--- config.mk ---
export PLATFORM = sky130hd
export DESIGN_NAME = timer_entry
export DESIGN_NICKNAME = d
export VERILOG_FILES = /design/src/rtl/microwave_pkg.sv /design/src/rtl/bcd_shift_buffer.sv /design/src/rtl/timer_entry.sv
export SDC_FILE = /design/constraint.sdc
export NUM_CORES = 1
export LEC_CHECK = 0
export BUFFER_PORTS_ARGS = -buffer_cell sky130_fd_sc_hd__buf_2
export CORE_ASPECT_RATIO = 1.2
export CORE_MARGIN = 2
export CORE_UTILIZATION = 45
export DETAILED_ROUTE_END_ITERATION = 8
export PLACE_DENSITY = 0.72
export SLEW_MARGIN = 5
export SYNTH_ARGS = -nofsm -noshare
export SYNTH_HDL_FRONTEND = slang
export SYNTH_SLANG_ARGS = --single-unit
--- constraint.sdc ---
create_clock -name clk -period 1.55 [get_ports clk]
set_input_delay 0.31 -clock clk [delete_from_list [all_inputs] [get_ports clk]]
set_output_delay 0.31 -clock clk [all_outputs]
set_load 0.1 [all_outputs]
--- src/rtl/microwave_pkg.sv ---
// Shared definitions for the microwave timer: controller state encoding,
// BCD digit geometry and the default seconds-tens limit.
package microwave_pkg;

    localparam int DIGIT_W          = 4;
    localparam int BCD_MAX          = 9;
    localparam int SEC_TENS_MAX_DEF = 5;

    typedef enum logic [2:0] {
        ST_IDLE  = 3'd0,
        ST_ENTRY = 3'd1,
        ST_LOAD  = 3'd2,
        ST_RUN   = 3'd3,
        ST_DONE  = 3'd4
    } state_t;

    // A key code is a usable digit only when it is a legal BCD value.
    function automatic logic is_bcd(input logic [DIGIT_W-1:0] code);
        return code <= DIGIT_W'(BCD_MAX);
    endfunction

endpackage

--- src/rtl/bcd_shift_buffer.sv ---
// Keypad digit buffer: new digits enter at the least significant position,
// older digits move up one place and the most significant digit falls off.
module bcd_shift_buffer
    import microwave_pkg::*;
#(
    parameter int NUM_DIGITS = 4
) (
    input  logic                          clk,
    input  logic                          clr,
    input  logic                          shift,
    input  logic [DIGIT_W-1:0]            digit_in,
    input  logic                          clear,
    output logic [DIGIT_W*NUM_DIGITS-1:0] digits,
    output logic                          nonzero
);

    genvar gi;
    generate
        for (gi = 0; gi < NUM_DIGITS; gi++) begin : g_digit
            logic [DIGIT_W-1:0] digit_reg;
            logic [DIGIT_W-1:0] shift_src;

            if (gi == 0) begin : g_first
                assign shift_src = digit_in;
            end else begin : g_rest
                assign shift_src = digits[(gi-1)*DIGIT_W +: DIGIT_W];
            end

            // Each digit either clears, takes its lower neighbour on a shift, or holds.
            always_ff @(posedge clk) begin
                if (clr || clear) begin
                    digit_reg <= '0;
                end else if (shift) begin
                    digit_reg <= shift_src;
                end
            end

            assign digits[gi*DIGIT_W +: DIGIT_W] = digit_reg;
        end
    endgenerate

    assign nonzero = |digits;

endmodule

--- src/rtl/timer_entry.sv ---
// Keypad-side controller for the countdown chain: buffers MM:SS key entry,
// pulses an active-low load on start, gates the 1 Hz tick while running,
// reports completion from the chain's zero flag and clears the chain on cancel.
// Optional feature macro: TIMER_SEC_CLAMP_EN (limit seconds to 59 at load).
module timer_entry
    import microwave_pkg::*;
#(
    parameter int NUM_DIGITS = 4
`ifdef TIMER_SEC_CLAMP_EN
    ,
    parameter int SEC_TENS_MAX = SEC_TENS_MAX_DEF
`endif
) (
    input  logic                          clk,
    input  logic                          clr,
    input  logic                          key_valid,
    input  logic [DIGIT_W-1:0]            key_digit,
    input  logic                          key_clear,
    input  logic                          key_start,
    input  logic                          tick,
    input  logic                          timer_zero,
    output logic [DIGIT_W*NUM_DIGITS-1:0] load_data,
    output logic                          loadn,
    output logic                          clrn_out,
    output logic                          count_en,
    output logic [DIGIT_W*NUM_DIGITS-1:0] entry_digits,
    output logic                          running,
    output logic                          done
);

    localparam int BUF_W = DIGIT_W * NUM_DIGITS;

    state_t             state_reg;
    state_t             state_next;
    logic               run_first_reg;
    logic               loadn_reg;
    logic               clrn_reg;
    logic               done_reg;
    logic [BUF_W-1:0]   load_data_reg;
    logic [BUF_W-1:0]   load_value;
    logic [BUF_W-1:0]   buf_digits;
    logic               buf_nonzero;
    logic               buf_shift;
    logic               buf_clear;

    bcd_shift_buffer #(
        .NUM_DIGITS (NUM_DIGITS)
    ) u_buffer (
        .clk      (clk),
        .clr      (clr),
        .shift    (buf_shift),
        .digit_in (key_digit),
        .clear    (buf_clear),
        .digits   (buf_digits),
        .nonzero  (buf_nonzero)
    );

`ifdef TIMER_SEC_CLAMP_EN
    // Out-of-range seconds become the largest legal value (e.g. 0:99 -> 0:59).
    always_comb begin
        load_value = buf_digits;
        if (buf_digits[2*DIGIT_W-1:DIGIT_W] > DIGIT_W'(SEC_TENS_MAX)) begin
            load_value[2*DIGIT_W-1:DIGIT_W] = DIGIT_W'(SEC_TENS_MAX);
            load_value[DIGIT_W-1:0]         = DIGIT_W'(BCD_MAX);
        end
    end
`else
    assign load_value = buf_digits;
`endif

    // Next-state and buffer control; clear beats start beats digit entry.
    always_comb begin
        state_next = state_reg;
        buf_shift  = 1'b0;
        buf_clear  = 1'b0;
        case (state_reg)
            ST_IDLE, ST_ENTRY: begin
                if (key_clear) begin
                    buf_clear  = 1'b1;
                    state_next = ST_IDLE;
                end else if (key_start) begin
                    state_next = buf_nonzero ? ST_LOAD : ST_IDLE;
                end else if (key_valid && is_bcd(key_digit)) begin
                    buf_shift  = 1'b1;
                    state_next = ST_ENTRY;
                end
            end
            ST_LOAD: begin
                state_next = ST_RUN;
            end
            ST_RUN: begin
                // The chain may still show zero on the cycle right after its load.
                if (key_clear) begin
                    buf_clear  = 1'b1;
                    state_next = ST_IDLE;
                end else if (timer_zero && !run_first_reg) begin
                    buf_clear  = 1'b1;
                    state_next = ST_DONE;
                end
            end
            ST_DONE: begin
                state_next = ST_IDLE;
            end
            default: begin
                state_next = ST_IDLE;
            end
        endcase
    end

    // State register plus registered, glitch-free pulses and held load value.
    always_ff @(posedge clk) begin
        if (clr) begin
            state_reg     <= ST_IDLE;
            run_first_reg <= 1'b0;
            loadn_reg     <= 1'b1;
            clrn_reg      <= 1'b1;
            done_reg      <= 1'b0;
            load_data_reg <= '0;
        end else begin
            state_reg     <= state_next;
            run_first_reg <= (state_reg == ST_LOAD);
            loadn_reg     <= (state_next != ST_LOAD);
            clrn_reg      <= !((state_reg == ST_RUN) && key_clear);
            done_reg      <= (state_next == ST_DONE);
            if (state_next == ST_LOAD) begin
                load_data_reg <= load_value;
            end
        end
    end

    assign load_data    = load_data_reg;
    assign loadn        = loadn_reg;
    assign clrn_out     = clrn_reg;
    assign done         = done_reg;
    assign entry_digits = buf_digits;
    assign running      = (state_reg == ST_LOAD) || (state_reg == ST_RUN);
    assign count_en     = tick && (state_reg == ST_RUN);

endmodule

==> impl_metrics.tcl, run 1 <==
set metrics [dict create \
    status "complete, no violations" \
    diodes 0 \
    grtUsageTotal_pct 19.6 \
    worstSetupPathType "flip-flop to output port" \
    first_pass_iters 4 \
    grt_max_degree 34 \
    synth-main-ff-cell "dfxtp_1" \
    place_inst 247 \
    mappedNetlistNets 168 \
    setup_ws_ns 0.0457 \
    die_x_um 57.5 \
    coreArea_um2 3310 \
    routabilityCongestion 0.800 \
    use_met3_pct 5.86 \
    finalNonFillerCells 257 \
    slew_headroom_pct 67.4 \
    wl_um 3440 \
    initial_core_util_pct 46.7 \
    antenna_found_initial 0 \
    fmax_ghz 0.665 \
    fill_cells 271 \
    crit_slowest_cell "dfxtp_2" \
    synthArstFlopShare_pct 0 \
    worstMarginPinSlew_ns 0.492 \
    ant_nets 0 \
    fin_skew_ns 0.00509 \
    fin_util_pct 63.1 \
    worstPathArrival_ns 1.19 \
    port_buffers 47 \
    synthTopCellsByArea "dfxtp_1 51%, mux2i_1 19%, nand2_1 8.7%" \
    grtUsageMet1_pct 20.7 \
    syn_avg_cell_area_um2 9.84 \
    io_pins 48 \
    syn_inst 157 \
    via_count 1321 \
    drc 0 \
    die-area_um2 3920 \
    drive_gt1_share_pct 42.3 \
    crit_required_ns 1.24 \
    fin_crit_sh_pct 97.1 \
    cts_buffer_depth 2 \
    via_per_inst 5.14 \
    cts_tree "yes" \
    syn_to_final_growth_pct 35.1 \
    yosys_warnings 0 \
    clk_latency_ns 0.29 \
    whs_ns 0.269 \
    cts_sinks 39 \
    die_h_um 68.2 \
    synth.largest_area_cell "dfxtp_1" \
    dpl-instance-area_um2 1970 \
    path_clk_slew_ns 0.07 \
    synth_top_area_share_pct 50.5 \
    syn_area_um2 1550 \
    synth.distinct_cells 25 \
    tns_ns 0 \
    p_leak_nw 0.945 \
    setup_viol 0 \
    path_cells "nor2b_4, and3_4, buf_12" \
    final_max_slew_viol_count 0 \
    h-tree-depth 2 \
    start_kind "flip-flop" \
    final_area_um2 2090 \
    busiest_layer "met2" \
    cts_made_buffers 5 \
    global_route.usage.met2_pct 35.9 \
    hpwl_um 2580 \
    max_stage_delay_ns 0.38 \
    cts.root.buffer_cell "clkbuf_8" \
    ir_worst_vdd_mv 1.01 \
    finalPower_mw 1.72 \
    crit_path_max_fanout 5 \
    overflow 0 \
    pre_cts_slack_ns 0.00571 \
    hp-class "input pin to flip-flop" \
    max_cap_violations 0 \
    grt_pass1_wl_um 5790 \
    finalHoldViolations 0 \
    grt_pass1_vias 1305 \
    synth_seq_area_share_pct 50.5 \
    ys_ff_latch 39 \
    fp-row-count 23 \
    fin_crit_ns 1.50 \
    p_per_area_nw_per_um2 826 \
    drt-initial-drc-count 33 \
    synth_edf_count 0 \
    fin_nets 230 \
    wl_per_cell_um 13.4 \
    cp-end-kind "output port" \
]
[metal layers]
metal,vias up,wire (um)
met5,-,0
met4,0,73
met3,10,167
met2,36,1850
met1,613,1350
li1,662,-
[worst max-delay path: cells and delay by family (launching register included)]
kind	cells	cell delay, ns
buffers and inverters	1	0.17
flip-flops	1	0.38
AND/OR/NAND/NOR	2	0.36
[synth_stat cells (all sizes together) (2+ instances only)]
| cell type | count |
|---|---|
| dfxtp | 39 |
| nand2 | 36 |
| mux2i | 29 |
| nor2 | 16 |
| nor4 | 5 |
| buf | 4 |
| clkbuf | 3 |
| nor2b | 3 |
| a21oi | 2 |
| a22oi | 2 |
| a31oi | 2 |
| and3 | 2 |
| nand3 | 2 |
| nand4 | 2 |
| nor3 | 2 |
| nor4b | 2 |
| o21ai | 2 |
[cell usage in the layout (no fill, tap or decap), drive strengths merged]
cell type | synthesis | final
o31ai | 1 | 1
a31oi | 2 | 2
o21ai | 2 | 2
and3 | 2 | 2
nor4b | 2 | 2
dfxtp | 39 | 39
buf | 4 | 62
and3b | 1 | 1
a22oi | 2 | 2
mux2i | 29 | 29
clkbuf | 3 | 7
a21oi | 2 | 2
nand2 | 36 | 36
nor2 | 16 | 16
clkinv | 1 | 2
nor2b | 3 | 3
nor3b | 1 | 1
nand4 | 2 | 2
nor4 | 5 | 5
nor3 | 2 | 2
nand3 | 2 | 2
[final cells by class]
class | count | area, um^2 | share of cell area [%]
well taps | 37 | 46.3 | 2.22
clock buffers | 7 | 76.3 | 3.66
inverters | 1 | 3.75 | 0.180
flip-flops and latches | 39 | 832 | 39.9
repair buffers | 62 | 390 | 18.7
clock inverters | 1 | 5.00 | 0.240
multi-input cells | 110 | 733 | 35.1
[kinds of logic after synthesis]
| logic type | after synthesis | share of synthesized area [%] |
|---|---|---|
| AOI/OAI and AO/OA | 9 | 3.89 |
| DFF | 39 | 50.5 |
| muxes | 29 | 18.8 |
| and+or+nand+nor | 72 | 22.8 |
| buffers and inverters | 8 | 4.05 |
[what timing repair did]
item,CTS,global route
hold buffers,0,0
setup buffers,1,1
endpoints found under the setup margin,1,16
gates resized for setup,0,3
pin swaps,0,1
[path summary, 6_finish.rpt]
| kind | start | endpoint | slack [ns] | cells past startpoint |
|---|---|---|---|---|
| min reg2reg | load_data[5] | load_data[5] | 0.45 | 2 |
| max | state_reg[1] | count_en | 0.05 | 3 |
| min | clr | state_reg[0] | 0.27 | 2 |
| max reg2reg | u_buffer.g_digit[2].digit_reg[1] | load_data[15] | 0.09 | 5 |
[power breakdown]
| part | internal (mW) | switching [mW] |
|---|---|---|
| registers | 0.984 | 0.00281 |
| clock network | 0.315 | 0.321 |
| logic | 0.0372 | 0.0633 |
| total | 1.34 | 0.387 |
Note: power is estimated with default switching activity, not from simulation.
==> inputs of run 2 (changes only) <==
--- a/config.mk
+++ b/config.mk
@@ -8,10 +8,11 @@
 export BUFFER_PORTS_ARGS = -buffer_cell sky130_fd_sc_hd__buf_2
 export CORE_ASPECT_RATIO = 1.2
 export CORE_MARGIN = 2
-export CORE_UTILIZATION = 45
+export CORE_UTILIZATION = 43
 export DETAILED_ROUTE_END_ITERATION = 8
-export PLACE_DENSITY = 0.72
+export PLACE_DENSITY = 0.68
 export SLEW_MARGIN = 5
 export SYNTH_ARGS = -nofsm -noshare
 export SYNTH_HDL_FRONTEND = slang
+export SYNTH_HIERARCHICAL = 1
 export SYNTH_SLANG_ARGS = --single-unit
==> run 2 against run 1 <==
Against the previous run:
- the flow now finishes with violations (negative setup slack)
- sequential power fell by 0.5%
- worst hold slack worse by 0.0066 ns
- via count decreased by 1.1%
- synthesized cell count rose by 5.1%
- cell area increased by 7.1%
- sequential share of layout area down 2.1 points
- synthesized area increased by 8.7%
- critical path depth is 1 higher
- critical path type unchanged
- non-clock buffer count is 5 lower
==> impl_metrics.tcl, run 2 <==
set metrics [dict create \
    fp-row-count 24 \
    wl_um 3550 \
    synth_edf_count 0 \
    start_kind "flip-flop" \
    synthTopCellsByArea "dfxtp_1 46%, mux2i_1 19%, nand2b_1 13%" \
    comb_power_share_pct 6.2 \
    cts_made_buffers 5 \
    p_per_area_nw_per_um2 876 \
    power_frac_clock_pct 43.8 \
    grt_max_degree 29 \
    syn_inst 165 \
    pre_cts_slack_ns -0.0652 \
    fin_nets 227 \
    io_pins 48 \
    die_x_um 61.0 \
    diodes 0 \
    grt_pass1_vias 1283 \
    synth_most_common_cell "dfxtp_1" \
    syn_avg_cell_area_um2 10.2 \
    cts.root.buffer_cell "clkbuf_8" \
    fill_cells 334 \
    overflow 0 \
    yosys_warnings 6 \
    worstPathArrival_ns 1.26 \
    cts_tree "yes" \
    fmax_ghz 0.637 \
    fin_util_pct 60.5 \
    worstMarginPinSlew_ns 0.495 \
    synth-main-ff-cell "dfxtp_1" \
    grt_pass1_wl_um 5930 \
    finalHoldViolations 0 \
    port_buffers 47 \
    slew_headroom_pct 67.2 \
    timing.rr.start "state_reg[1]" \
    ir_worst_vdd_mv 0.655 \
    ys_ff_latch 39 \
    holdCritStartpoint "key_digit[0]" \
    wl_per_cell_um 13.2 \
    path_cells "buf_6, nor2b_4, and3_4, buf_12" \
    synth.largest_area_cell "dfxtp_1" \
    initial_core_util_pct 45.5 \
    pwr-share-seq_pct 50.1 \
    status "finished with violations" \
    die-area_um2 4420 \
    path_clk_slew_ns 0.07 \
    cts_buffer_depth 2 \
    grtUsageTotal_pct 17.8 \
    yosys-top-cells-count "39 x dfxtp_1, 34 x nand2b_1, 32 x mux2i_1, 17 x nor2_1, 5 x nor4_1" \
    first_pass_iters 4 \
    routabilityCongestion 0.830 \
    setup_ws_ns -0.0188 \
    ant_nets 0 \
    p_int_mw 1.55 \
    max_stage_delay_ns 0.36 \
    synth_top_area_share_pct 46.5 \
    crit_start "state_reg[1]" \
    p_leak_nw 0.885 \
    cp-end-kind "output port" \
    syn_area_um2 1680 \
    synthArstFlopShare_pct 0 \
    violations "negative setup slack" \
    crit_required_ns 1.24 \
    cts_sinks 39 \
    clk_latency_ns 0.28 \
    hp-class "input pin to flip-flop" \
    crit_slowest_cell "dfxtp_2" \
    die_h_um 72.5 \
    worstSetupPathType "flip-flop to output port" \
    hpwl_um 2580 \
    swShare_pct 21.0 \
    fin_crit_sh_pct 101 \
    drive_gt1_share_pct 40.1 \
    h-tree-depth 2 \
    drt-initial-drc-count 30 \
    setup_viol 1 \
    antenna_found_initial 0 \
    reg2reg_slack_ns 0.11 \
    fin_crit_ns 1.57 \
    drc 0 \
    mappedNetlistNets 176 \
    via_count 1306 \
    syn_to_final_growth_pct 33.1 \
    coreArea_um2 3690 \
    layout_common_cells "45 x buf_2, 34 x nand2b_1, 32 x mux2i_1, 21 x dfxtp_1, 17 x nor2_1" \
    p_switching_uw 411 \
    rsz0062_at_grt "yes" \
    max_cap_violations 0 \
    final_common_cell "buf_2" \
    final_max_slew_viol_count 0 \
    finalPower_mw 1.96 \
    fin_skew_ns 0.00357 \
    crit_path_max_fanout 2 \
    synth_seq_area_share_pct 46.5 \
    synth.distinct_cells 26 \
    via_per_inst 4.86 \
]
run 2: kinds of logic after synthesis:
group                  share of synthesized area, %
AO/OA/AOI/OAI                                  2.91
flip-flops                                     46.5
multiplexers                                   19.1
buffers and inverters                          6.26
AND/OR/NAND/NOR                                25.3
run 2: critical path, delay by kind of cell (launching register included):
kind / cells / cell delay [ns]
buffers and inverters: 2 / 0.27
flip-flops: 1 / 0.36
AND/OR/NAND/NOR: 2 / 0.34
run 2: power by group through the flow:
stage	Sequential (mW)	Clock [mW]	Combinational (mW)
final	0.981	0.857	0.121
after global routing	0.981	0.927	0.130
after detailed placement	1.00	0	0.118
after global placement	1.00	0	0.117
after floorplan	1.01	0	0.0778
after CTS	0.980	0.877	0.120
run 2: final cells by class:
type,instances,area (um^2),share of cell area (%)
Clock buffer,8,123,5.49
Multi-Input combinational cell,113,818,36.6
Sequential cell,39,843,37.7
Tap cell,52,65.1,2.91
Timing Repair Buffer,57,385,17.2
run 2: repair_timing:
item	in CTS	in global routing
setup buffers	1	0
hold buffers	0	0
gates resized for setup	6	2
pin swaps	1	2
gates cloned	0	0
setup endpoints to repair	2	20
run 2: path summary, 6_finish.rpt:
kind	end	cells after the start
worst max-delay path	count_en	4
worst min-delay path	u_buffer/g_digit[0].digit_reg[0]	3
worst max register to register	load_data[3]	5
worst min register to register	load_data[6]	2
run 2: metrics by stage:
step	hold WS (ns)	TNS, ns	std cells	instance area (um^2)
after floorplan	0.456	-0.227	165	1750
after detailed placement	0.457	-0.711	260	2070
after CTS	0.256	0	269	2220
after global routing	0.287	-0.100	269	2230
after global placement	0.457	-0.276	260	2070
final	0.262	-0.0188	269	2230
run 2: metal layers:
metal  part of all wire (%)  GRT usage [%]
met2                     50           28.7
met4                   0.82           5.07
met1                     44           22.3
met5                      0              0
met3                    5.5           5.88
==> inputs of run 3 (changes only) <==
--- a/config.mk
+++ b/config.mk
@@ -5,12 +5,11 @@
 export SDC_FILE = /design/constraint.sdc
 export NUM_CORES = 1
 export LEC_CHECK = 0
-export BUFFER_PORTS_ARGS = -buffer_cell sky130_fd_sc_hd__buf_2
 export CORE_ASPECT_RATIO = 1.2
 export CORE_MARGIN = 2
-export CORE_UTILIZATION = 43
+export CORE_UTILIZATION = 50
 export DETAILED_ROUTE_END_ITERATION = 8
-export PLACE_DENSITY = 0.68
+export DONT_BUFFER_PORTS = 1
 export SLEW_MARGIN = 5
 export SYNTH_ARGS = -nofsm -noshare
 export SYNTH_HDL_FRONTEND = slang
==> run 3 against run 2 <==
Against the previous run:
- the run now ends clean
- combinational power is 27% lower
- maximum frequency rose by 4.4%
- final cell count shrank 10%
- clock-buffer cell count shrank 1
- total power down 13%
- routed wire length grew 5.0%
- clock power down 25%
- worst setup slack improved by 0.066 ns
- core utilization grew 5.7 points
- die area is 13% lower
- first-iteration DRC count up 40%
==> impl_metrics.tcl, run 3 (same netlist as run 2, synthesis figures left out) <==
set metrics [dict create \
    status "complete, no violations" \
    ctsHoldBuffers 0 \
    first_pass_iters 4 \
    worstPathArrival_ns 1.19 \
    finalHoldViolations 0 \
    grt_max_degree 41 \
    grt_pass1_vias 1335 \
    cts.root.buffer_cell "clkbuf_8" \
    antenna_found_initial 0 \
    holdCritStartpoint "key_clear" \
    cts_tree "yes" \
    die-area_um2 3840 \
    fmax_ghz 0.665 \
    cp-end-kind "output port" \
    p_leak_nw 0.808 \
    die_h_um 67.5 \
    place_inst 231 \
    start_kind "flip-flop" \
    final_max_slew_viol_count 0 \
    cts_sinks 39 \
    fill_cells 284 \
    fin_util_pct 66.2 \
    fin_nets 215 \
    fin_crit_sh_pct 97.0 \
    via_count 1262 \
    worstSetupPathType "flip-flop to output port" \
    drc 0 \
    die_x_um 56.9 \
    grtUsageTotal_pct 21.3 \
    drive_gt1_share_pct 36.6 \
    io_pins 48 \
    initial_core_util_pct 51.2 \
    grt_pass1_wl_um 6140 \
    hpwl_um 2680 \
    via_per_inst 5.21 \
    port_buffers 0 \
    wl_per_cell_um 15.4 \
    crit_path_max_fanout 4 \
    ir_worst_vdd_mv 0.756 \
    routabilityCongestion 0.738 \
    setup_viol 0 \
    coreArea_um2 3280 \
    p_per_area_nw_per_um2 788 \
    finalNonFillerCells 242 \
    whs_ns 0.0843 \
    h-tree-depth 2 \
    max_cap_violations 0 \
    cts_buffer_depth 2 \
    clk_latency_ns 0.29 \
    slew_headroom_pct 76.3 \
    hp-class "input pin to flip-flop" \
    fp-row-count 23 \
    fin_crit_ns 1.50 \
    fin_skew_ns 0.00339 \
    ant_nets 0 \
    crit_start "state_reg[1]" \
    timing.rr.start "state_reg[1]" \
    layout_common_cells "42 x buf_4, 34 x nand2b_1, 32 x mux2i_1, 20 x dfxtp_1" \
    drt-initial-drc-count 42 \
    syn_to_final_growth_pct 29.3 \
    cts_made_buffers 5 \
    path_clk_slew_ns 0.07 \
    final_common_cell "buf_4" \
    crit_required_ns 1.24 \
    overflow 0 \
    wl_um 3730 \
    tns_ns 0 \
    finalPower_mw 1.71 \
    diodes 0 \
    worstMarginPinSlew_ns 0.352 \
]
[run 3: path summary, 6_finish.rpt]
| check | end | slack (ns) | depth (start not counted) |
|---|---|---|---|
| hold / removal | state_reg[2] | 0.08 | 1 |
| setup reg to reg | u_buffer/g_digit[0].digit_reg[0] | 0.10 | 5 |
| hold reg to reg | run_first_reg | 0.45 | 1 |
| setup / recovery | count_en | 0.05 | 3 |
[run 3: what timing repair did]
item / CTS / global route
gates cloned: 0 / 0
resized for setup: 1 / 7
pin swaps: 1 / 1
setup endpoints to repair: 4 / 17
buffers inserted: 2 / 1
[run 3: through the flow]
stage	setup slack (ns)	instance area, um^2
final	0.0468	2170
after floorplan	-0.0222	1750
after detailed placement	-0.0240	2040
after global placement	0.0487	2040
after CTS	-0.0161	2140
after global routing	-0.00678	2170
[run 3: worst max-delay path, stage by stage (launching register included)]
cell and delay, ns:
dfxtp_4 0.38, nor2b_4 0.16, and3_4 0.20, buf_12 0.17
[run 3: where the power goes]
part	leakage (nW)	switching [mW]	internal, mW
Clock	0.0422	0.329	0.315
Combinational	0.437	0.0445	0.0438
Sequential	0.329	0.00243	0.976
Total	0.808	0.376	1.33
[run 3: per-layer routing]
layer	up-vias	global-route usage [%]	share of wire (%)
met4	0	11.9	2.2
li1	631	-	-
met1	593	25.8	43
met2	30	34.5	50
met3	8	5.36	4.9
met5	-	0	0
[run 3: layout make-up]
| type | instances | area (um^2) | area share [%] |
|---|---|---|---|
| multi-input combinational | 113 | 821 | 37.8 |
| timing repair buffer | 45 | 375 | 17.3 |
| clock buffer | 7 | 76.3 | 3.52 |
| sequential | 39 | 847 | 39.0 |
| clock inverter | 1 | 5.00 | 0.231 |
| tap | 37 | 46.3 | 2.13 |
